`src/rtl/counter_seq_pkg.sv`:
```
// Shared types and defaults for the counter sequencing arbiter.
package counter_seq_pkg;

  localparam int unsigned W_DEFAULT    = 4;
  localparam int unsigned WDOG_DEFAULT = 2**W_DEFAULT + 2;

  typedef enum logic [1:0] {
    IDLE = 2'd0,
    LOAD = 2'd1,
    RUN  = 2'd2
  } state_t;

endpackage

```
`src/rtl/counter_seq_arbiter_rr.sv`:
```
// Combinational round-robin picker: first set request at or above ptr, with wrap.
module rr_arbiter #(
  parameter int unsigned NREQ = 2
) (
  input  logic [NREQ-1:0]         req,
  input  logic [$clog2(NREQ)-1:0] ptr,
  output logic [NREQ-1:0]         gnt,
  output logic [$clog2(NREQ)-1:0] gnt_idx
);

  localparam int unsigned IW = $clog2(NREQ);

  logic        found;
  int unsigned idx;

  // Scan upward from ptr and stop at the first active request.
  always_comb begin
    gnt     = '0;
    gnt_idx = '0;
    found   = 1'b0;
    idx     = 0;
    for (int unsigned k = 0; k < NREQ; k++) begin
      idx = (32'(ptr) + k) % NREQ;
      if (!found && req[idx]) begin
        found    = 1'b1;
        gnt[idx] = 1'b1;
        gnt_idx  = IW'(idx);
      end
    end
  end

endmodule

```
`src/rtl/counter_seq_arbiter.sv`:
```
// Shares one loadable counter between NREQ requesters: grants round-robin,
// loads the start value, counts to the end value, freezes and reports.
module counter_seq_arbiter
  import counter_seq_pkg::*;
#(
  parameter int unsigned NREQ = 2,
  parameter int unsigned W    = W_DEFAULT,
  parameter int unsigned WDOG = 2**W + 2
) (
  input  logic                    clk,
  input  logic                    reset,
  input  logic [NREQ-1:0]         req_valid,
  input  logic [NREQ*W-1:0]       req_start,
  input  logic [NREQ*W-1:0]       req_end,
  output logic [NREQ-1:0]         req_ready,
  output logic                    cnt_en,
  output logic [W-1:0]            cnt_in,
  input  logic [W-1:0]            cnt_out,
  output logic                    busy,
  output logic                    done,
  output logic [$clog2(NREQ)-1:0] done_id,
  output logic                    timeout
);

  localparam int unsigned IW = $clog2(NREQ);
  localparam int unsigned RW = $clog2(WDOG + 1);

  state_t          state;
  logic [W-1:0]    start_q;
  logic [W-1:0]    end_q;
  logic [IW-1:0]   id_q;
  logic [W-1:0]    park_val;
  logic [IW-1:0]   rr_ptr;
  logic [RW-1:0]   run_cnt;

  logic [NREQ-1:0] gnt;
  logic [IW-1:0]   gnt_idx;
  logic            any_req;
  logic [W-1:0]    sel_start;
  logic [W-1:0]    sel_end;
  logic            match;

  rr_arbiter #(
    .NREQ(NREQ)
  ) u_rr (
    .req    (req_valid),
    .ptr    (rr_ptr),
    .gnt    (gnt),
    .gnt_idx(gnt_idx)
  );

  assign any_req = |req_valid;
  assign match   = (cnt_out == end_q);
  assign busy    = (state != IDLE);

  // Grant is only visible in IDLE and never while reset is held.
  assign req_ready = (state == IDLE && reset) ? gnt : '0;

  // Pick out the granted requester's start/end fields.
  always_comb begin
    sel_start = '0;
    sel_end   = '0;
    for (int unsigned i = 0; i < NREQ; i++) begin
      if (gnt[i]) begin
        sel_start |= req_start[i*W +: W];
        sel_end   |= req_end[i*W +: W];
      end
    end
  end

  // Counter control: park in IDLE, load start in LOAD, freeze on end in RUN.
  always_comb begin
    cnt_en = 1'b1;
    cnt_in = park_val;
    case (state)
      LOAD: begin
        cnt_en = 1'b1;
        cnt_in = start_q;
      end
      RUN: begin
        cnt_en = match;
        cnt_in = end_q;
      end
      default: begin
        cnt_en = 1'b1;
        cnt_in = park_val;
      end
    endcase
  end

  // Sequencer state, captured request, watchdog and completion pulses.
  always_ff @(posedge clk or negedge reset) begin
    if (!reset) begin
      state    <= IDLE;
      start_q  <= '0;
      end_q    <= '0;
      id_q     <= '0;
      park_val <= '0;
      rr_ptr   <= '0;
      run_cnt  <= '0;
      done     <= 1'b0;
      done_id  <= '0;
      timeout  <= 1'b0;
    end else begin
      done    <= 1'b0;
      timeout <= 1'b0;
      case (state)
        IDLE: begin
          if (any_req) begin
            start_q <= sel_start;
            end_q   <= sel_end;
            id_q    <= gnt_idx;
            rr_ptr  <= (gnt_idx == IW'(NREQ - 1)) ? '0 : gnt_idx + IW'(1);
            state   <= LOAD;
          end
        end
        LOAD: begin
          run_cnt <= '0;
          state   <= RUN;
        end
        RUN: begin
          if (match) begin
            park_val <= end_q;
            done     <= 1'b1;
            done_id  <= id_q;
            state    <= IDLE;
          end else if (run_cnt == RW'(WDOG - 1)) begin
            park_val <= '0;
            done     <= 1'b1;
            timeout  <= 1'b1;
            done_id  <= id_q;
            state    <= IDLE;
          end else begin
            run_cnt <= run_cnt + RW'(1);
          end
        end
        default: state <= IDLE;
      endcase
    end
  end

endmodule

```
`config.mk`:
```
export PLATFORM = sky130hd
export DESIGN_NAME = counter_seq_arbiter
export DESIGN_NICKNAME = d
export VERILOG_FILES = /design/src/rtl/counter_seq_pkg.sv /design/src/rtl/counter_seq_arbiter_rr.sv /design/src/rtl/counter_seq_arbiter.sv
export SDC_FILE = /design/constraint.sdc
export NUM_CORES = 1
export LEC_CHECK = 0
export BUFFER_PORTS_ARGS = -buffer_cell sky130_fd_sc_hd__buf_2
export CAP_MARGIN = 20
export CORE_ASPECT_RATIO = 0.75
export CORE_MARGIN = 2
export CORE_UTILIZATION = 45
export DETAILED_ROUTE_END_ITERATION = 8
export PLACE_DENSITY = 0.7
export SLEW_MARGIN = 25
export SYNTH_ARGS = -nofsm -noshare
export SYNTH_HDL_FRONTEND = slang
export SYNTH_SLANG_ARGS = --single-unit
```
`constraint.sdc`:
```
create_clock -name clk -period 1.9 [get_ports clk]
set_input_delay 0.19 -clock clk [delete_from_list [all_inputs] [get_ports clk]]
set_output_delay 0.19 -clock clk [all_outputs]
set_load 0.005 [all_outputs]
```
## Word level (Yosys, flattened, before mapping)

Index checks and enable logic that the tools add are counted.

- Bitwise operators: 3
- Magnitude comparators: 4
- Multiplexer cells: 37
- Equality and inequality tests: 8
- Reductions and logical operators: 14
- Divide/modulo/power cells: 0
- Add/sub/neg operators: 3
- Shifts and indexed selects: 0
- Multipliers: 0

Operators with widths:

| operator | count |
|---|---|
| two-way mux 4 bit | 6 |
| two-way mux 1 bit | 18 |
| two-way mux 2 bit | 6 |
| two-way mux 5 bit | 2 |
| case mux 5 bit (2 select lines) | 1 |
| bitwise OR 4 bit | 2 |
| case mux 4 bit (2 select lines) | 1 |
| inequality test 2 bit, second input constant | 3 |
| case mux 2 bit (3 select lines) | 1 |
| AND reduction 2 bit | 3 |
| nonzero test 2 bit | 3 |
| adder 5 x 1 -> 5 bit, second input constant | 1 |
| equality test 5 bit, second input constant | 1 |
| equality test 4 bit | 1 |
| logical AND 1 bit | 4 |
| less-than comparator 1 x 2 -> 1 bit, second input constant | 2 |
| inequality test 3 bit, second input constant | 1 |
| AND reduction 3 bit | 1 |
| adder 1 bit, second input constant | 2 |
| demux 1 bit (select 1 bit) | 2 |
| equality test 2 x 1 -> 1 bit, second input constant | 1 |
| equality test 2 bit, second input constant | 1 |
| greater-or-equal comparator 1 bit, second input constant | 2 |
| zero test 2 bit | 1 |
| 3 further kinds | 3 |

- Memory bits (writable): 0
- Logic and storage cells: 79
- Latch bits: 0
- Bits of input ports: 24
- Memory bits (read-only): 0
- Output and inout bits: 11
- Memories: 0
- Flip-flop bits (word level): 24

## Logic depth before layout (Yosys ltp)

Gate-level depths: netlist of run 1.

- Word-level depth: 10
- Mapped depth: 6
- Mapped depth without buffers: 6

## Cells and area by module

A second synthesis of run 1 with hierarchy kept.

- Cell total of the unflattened synthesis: 124
- Area, all modules: 1,272.5 um^2

Modules (own cells, without submodules):

| module | cells an instance | sequential area each (um^2) | times used | area an instance (um^2) |
|---|---|---|---|---|
| counter_seq_arbiter | 120 | 600.6 | 1 | 1,242.4 |
| rr_arbiter | 4 | 0.0 | 1 | 30.0 |

## Worst setup path after synthesis of run 1

No wires, ideal clock.

- Path kind: register -> register
- Start point: reg end_q[3]
- End point: reg state[1]
- Period minus slack after synthesis: 1.611 ns
- Cell stages (with the launch flop): 5
- Setup slack: 0.289 ns
- Library setup time: 0.125 ns
- Data arrival time: 1.486 ns
- Path buffers: 0
- Data required time: 1.775 ns
- Cells stage by stage: dfrtp_1 > xor2_1 > nor4_4 > o32ai_2 > mux2_4

- Word-level cells in the longest chain between the ends: 3
- Elaborated cells between the ends (all ways): 5
- Those cells by class: eq/ne (2); mux (2); reduce/logical (1)

Ends and longest elaborated chain:

| element | line | text |
|---|---|---|
| start, declared | counter_seq_arbiter.sv:30 | `logic [W-1:0] end_q;` |
| start signal, assigned | counter_seq_arbiter.sv:111 | `end_q <= sel_end;` |
| equality test 4 bit (*) | counter_seq_arbiter.sv:53 | `assign match = (cnt_out == end_q);` |
| two-way mux 2 bit or inequality test 3 bit (tied branches) | -- |  |
| case mux 2 bit (3 select lines) or AND reduction 2 bit (tied branches) | -- |  |
| end signal, assigned | counter_seq_arbiter.sv:114 | `state <= LOAD;` |
| end signal, assigned | counter_seq_arbiter.sv:119 | `state <= RUN;` |
| end signal, assigned | counter_seq_arbiter.sv:126 | `state <= IDLE;` |
| end, declared | counter_seq_arbiter.sv:28 | `state_t state;` |

Mark *: on every way between the ends. The rest lies on a longest branch, timed or not.
A chain may end at the register's enable or synchronous reset.

## Worst setup path in the final report of run 1

- Start point: reg end_q[2]
- End point: out cnt_en

- Word-level cells in the longest chain between the ends: 2

Ends and longest elaborated chain:

| element | line | text |
|---|---|---|
| equality test 4 bit | counter_seq_arbiter.sv:53 |  |
| two-way mux 1 bit | counter_seq_arbiter.sv:75 | `case (state)` |
| end, declared | counter_seq_arbiter.sv:16 | `output logic cnt_en,` |

Every way passes these cells.

==> impl_metrics.tcl, run 1 <==
set metrics [dict create \
    status "completed" \
    io_pins 35 \
    via_per_inst 5.37 \
    start_util_pct 47.9 \
    clock_path_buffers 2 \
    htree_levels 1 \
    grt_pass1_vias 1073 \
    avgSynthCellArea_um2 10.4 \
    num_antenna_cells 0 \
    antenna_left 0 \
    syn_area_um2 1260 \
    grt_usage_pct 20.4 \
    post-cts-setup-buffer-count 0 \
    n_fill_cell 234 \
    maxCapViolations 0 \
    worst_ep_required_time_ns 1.71 \
    path_max_fanout 4 \
    dr.pass1.iters 5 \
    antenna_found_initial 0 \
    slew_viol_final 0 \
    crit_arrival_ns 1.57 \
    ys_top_cells_by_area "dfrtp_1, a22oi_1, ha_1, nand2_1, mux2i_1" \
    die_w_um 65.0 \
    startpoint_type "flip-flop" \
    dp_hpwl_um 2270 \
    path_class "flip-flop to output port" \
    ys_ff_latch 24 \
    synth_ff_type "dfrtp_1" \
    ys_types 32 \
    hp-class "input pin to flip-flop" \
    synth_common_cells "dfrtp_1, nand2_1, a22oi_1" \
    setup_viol 0 \
    synthArstFlopShare_pct 100 \
    cts_made_buffers 3 \
    ff_latch_area_um2 601 \
    multi_input_area_um2 628 \
    worstRegToRegCells 4 \
    drt_iter0_drc 26 \
    yosysMostFrequentCell "dfrtp_1" \
    yosys_warnings 0 \
    power_density_nw_per_um2 1430 \
    area_delta_synth_final_pct 23.5 \
    wire_per_inst_um 15.0 \
    grt_setup_unrepaired "no" \
    via_count 1052 \
    netlist_instances 121 \
    synth_largest_area_cell "dfrtp_1" \
    finish.utilization_pct 59.2 \
    synth_top_area_share_pct 47.8 \
    grt_max_degree 25 \
    clk_pin_slew_worst_paths_ns 0.08 \
    vdd_ir_drop_max_uv 587 \
    grt-ovfl-total 0 \
    clock_skew_ns 0.00318 \
    seq_area_frac_synth_pct 47.8 \
    io_buffer_count 34 \
    nNetsFinal 192 \
    synth_edf_count 0 \
    gp_congestion 0.772 \
    chipHeight_um 49.8 \
    coreArea_um2 2620 \
    fin_setup_tns_ns 0 \
    totalWireLength_um 2930 \
    finalHoldViolations 0 \
    drive_above_1_share_pct 30.0 \
    hold_depth 3 \
    cts-root-buf "clkbuf_8" \
    cts_tree "done" \
    p_leak_uw 0.000763 \
    clock_latency_ns 0.26 \
    total_power_uw 2230 \
    finalCritPeriodShare_pct 92.8 \
    cts.sinks 24 \
    fmax_ghz 0.567 \
    rows 16 \
    end_kind "output port" \
    grt_pass1_wl_um 5030 \
    synth_nets 151 \
    relSlewSlack_pct 63.3 \
    design.die.area_um2 3230 \
    tightest_slew_ns 0.550 \
    fin_crit_ns 1.76 \
    post-route-drc-count 0 \
]
==> final timing paths <==
path	from	endpoint	slack, ns
worst min register to register	run_cnt[4]	run_cnt[4]	0.50
max in group asynchronous	reset	start_q[0]	1.21
min in group asynchronous	reset	state[1]	0.46
worst min-delay path	req_start[5]	start_q[1]	0.22
worst max register to register	end_q[2]	done_id	0.20
worst max-delay path	end_q[2]	cnt_en	0.14
==> registers in the layout (all words and copies together) (netlist names) <==
register	flops
run_cnt	5
end_q	4
park_val	4
start_q	4
state	2
done	1
done_id	1
id_q	1
rr_ptr	1
timeout	1
==> kinds of logic (layout without fill, tap and decap cells) <==
group           count (synthesis)  after routing  synth area share [%]
buf+inv                        10             49                  2.99
fa+ha+maj                       6              6                  5.98
flops                          24             24                  47.8
mux                             6              6                  5.28
simple gates                   31             31                  12.9
xor+xnor                        4              4                  2.79
compound gates                 40             40                  22.2
==> worst max-delay path: stages (launching register included) <==
cell,delay (ns)
dfrtp_1,0.45
xor2_1,0.22
nor4_4,0.35
nand2b_1,0.17
buf_2,0.12
==> layout by cell type (no fill, tap or decap), drive strengths merged, types with 2 or more instances in the layout <==
master / synthesis / layout
mux2i: 4 / 4
a22oi: 13 / 13
clkbuf: 3 / 3
nand2: 14 / 14
nor2: 6 / 6
ha: 6 / 6
inv: 7 / 7
xor2: 4 / 4
buf: 0 / 38
o21ai: 9 / 9
and3: 2 / 2
dfrtp: 24 / 24
nand2b: 2 / 2
a22o: 4 / 4
a21oi: 5 / 5
mux2: 2 / 2
a21boi: 2 / 2
==> metal layers <==
| layer | GRT usage, % | part of all wire, % | routed length (um) | vias to the layer above |
|---|---|---|---|---|
| met5 | 0 | 0 | 0 | - |
| met1 | 28.5 | 48 | 1420 | 494 |
| li1 | - | - | - | 521 |
| met4 | 2.43 | 0.27 | 8 | 0 |
| met2 | 32.6 | 45 | 1330 | 35 |
| met3 | 6.16 | 6.1 | 179 | 2 |
==> per-stage QoR <==
step / hold WS (ns) / instances / worst slack [ns] / area (um^2)
6_report: 0.225 / 196 / 0.137 / 1550
5_1_grt: 0.242 / 196 / 0.0211 / 1550
4_1_cts: 0.220 / 196 / 0.0839 / 1540
3_5_place_dp: 0.218 / 192 / 0.205 / 1490
3_3_place_gp: 0.219 / 192 / 0.254 / 1490
2_1_floorplan: -0.106 / 121 / 0.289 / 1260
==> what timing repair did <==
item,4_1_cts,5_1_grt
hold endpoints to repair,24,0
resized for setup,0,3
endpoints found under the setup margin,0,6
hold buffers,1,0
==> final cells by class <==
cell class	count	area share, %
repair buffers	39	13.5
multi-input cells	87	40.5
well taps	36	2.90
clock buffers	3	2.66
inverters	7	1.69
flip-flops and latches	24	38.7
==> report_power, final <==
part | switching (uW) | leakage [uW] | internal, uW | total, uW
combinational | 581 | 0.000430 | 469 | 1050
clock | 152 | 0.0000216 | 142 | 293
sequential | 179 | 0.000311 | 704 | 883
Note: power is estimated with default switching activity, not from simulation.
==> inputs of run 2 (changes only) <==
--- a/config.mk
+++ b/config.mk
@@ -9,9 +9,10 @@
 export CAP_MARGIN = 20
 export CORE_ASPECT_RATIO = 0.75
 export CORE_MARGIN = 2
-export CORE_UTILIZATION = 45
+export CORE_UTILIZATION = 51
 export DETAILED_ROUTE_END_ITERATION = 8
-export PLACE_DENSITY = 0.7
+export PLACE_DENSITY = 0.78
+export SETUP_SLACK_MARGIN = 0.3
 export SLEW_MARGIN = 25
 export SYNTH_ARGS = -nofsm -noshare
 export SYNTH_HDL_FRONTEND = slang
==> impl_metrics.tcl, run 2 (synthesized netlist as in run 1, its figures left out) <==
set metrics [dict create \
    crit_family "flip-flops" \
    slew_viol_final 0 \
    n_fill_cell 126 \
    largest_reg_flops 5 \
    cts.sinks 24 \
    startpoint_type "flip-flop" \
    io_buffer_count 34 \
    tightest_slew_ns 0.580 \
    end_kind "output port" \
    design.die.area_um2 2880 \
    dr.pass1.iters 4 \
    critPathCapture "cnt_in[3]" \
    clk_pin_slew_worst_paths_ns 0.12 \
    p_leak_uw 0.000905 \
    grt_max_degree 25 \
    finalHoldViolations 0 \
    hp-class "input pin to flip-flop" \
    via_count 1246 \
    finish.utilization_pct 81.4 \
    grt_setup_unrepaired "yes" \
    via_per_inst 5.80 \
    cts-root-buf "clkbuf_4" \
    io_pins 35 \
    coreArea_um2 2310 \
    vdd_ir_drop_max_uv 747 \
    totalWireLength_um 3740 \
    slowest_stage "dfrtp_1" \
    dp_hpwl_um 2230 \
    mostFrequentLayoutCells "buf_2, dfrtp_1, buf_4, nand2_1, a22oi_1" \
    fin_crit_ns 1.75 \
    hold_depth 3 \
    finalCritPeriodShare_pct 92.3 \
    clock_latency_ns 0.32 \
    cts_made_buffers 3 \
    final_common_cell "buf_2" \
    die_w_um 61.3 \
    postPlaceCellArea_um2 1490 \
    setup_viol 0 \
    maxCapViolations 0 \
    htree_levels 1 \
    path_max_fanout 8 \
    antenna_left 0 \
    top_register "run_cnt" \
    chipHeight_um 47.0 \
    start_util_pct 54.4 \
    nNetsFinal 213 \
    rows 15 \
    grt_pass1_vias 1016 \
    crit_chain "inv_2, buf_12, ha_4, nor2_1, a21oi_1, buf_2" \
    num_antenna_cells 0 \
    clock_path_buffers 2 \
    min_from "req_start[4]" \
    post-route-drc-count 0 \
    worst-path-buf-inv 3 \
    wire_per_inst_um 17.4 \
    r2r-start "end_q[0]" \
    drive_above_1_share_pct 51.9 \
    worst_ep_required_time_ns 1.71 \
    gp_congestion 0.810 \
    multi_input_area_um2 792 \
    area_delta_synth_final_pct 49.6 \
    reg2reg_slack_ns 0.24 \
    relSlewSlack_pct 61.3 \
    holdWs_ns 0.160 \
    antenna_found_initial 0 \
    grt_pass1_wl_um 5070 \
    design_area_um2 1880 \
    power_density_nw_per_um2 1510 \
    drt_iter0_drc 58 \
    status "completed" \
    path_class "flip-flop to output port" \
    cts_tree "done" \
    fin_setup_tns_ns 0 \
    crit_cells 6 \
    clock_skew_ns 0.00595 \
    grt_usage_pct 25.0 \
    grt-ovfl-total 0 \
    slowest_delay_ns 0.41 \
    worstRegToRegCells 5 \
    reg2reg_to "done_id" \
    crit_arrival_ns 1.56 \
    fmax_ghz 0.570 \
    ff_latch_area_um2 602 \
    crit_start "state[0]" \
]
==> run 2: layer usage <==
layer	global-route usage, %	up-vias	routed length (um)
met5	0	-	0
met4	7.39	0	96
met3	5.79	9	283
met2	36.4	56	1750
met1	37.3	620	1610
li1	-	561	-
==> run 2: layout make-up <==
cell class / instances / share of cell area (%)
Clock buffer: 3 / 1.20
Multi-Input combinational cell: 87 / 42.1
Sequential cell: 24 / 32.0
Inverter: 7 / 1.40
Tap cell: 34 / 2.26
Timing Repair Buffer: 60 / 21.0
==> run 2: timing repair <==
item,in CTS,in global routing
hold buffers,1,0
endpoints found under the setup margin,18,27
resized for setup,17,21
hold endpoints to repair,24,0
pin swaps,7,13
buffers inserted,12,9
==> run 2: worst min-delay path by stage <==
| stage | endpoint |
|---|---|
| floorplan | done |
| global placement | timeout |
| detailed placement | timeout |
| CTS | end_q[1] |
| global route | start_q[0] |
| finish | start_q[0] |
==> run 2: power by group <==
part	switching (uW)	internal (uW)
sequential	202	704
clock	150	74.5
combinational	833	880
==> run 2: stage by stage <==
stage	cells	power [uW]	worst slack (ns)
CTS	206	2470	0.215
finish	215	2840	0.147
global route	215	3040	0.0899
global placement	190	1860	0.335
floorplan	121	1530	0.307
detailed placement	190	1920	0.295
==> run 2: worst min-delay path, stage by stage <==
cell,delay [ns]
buf_2,0.07
a22oi_1,0.05
o21ai_0,0.13
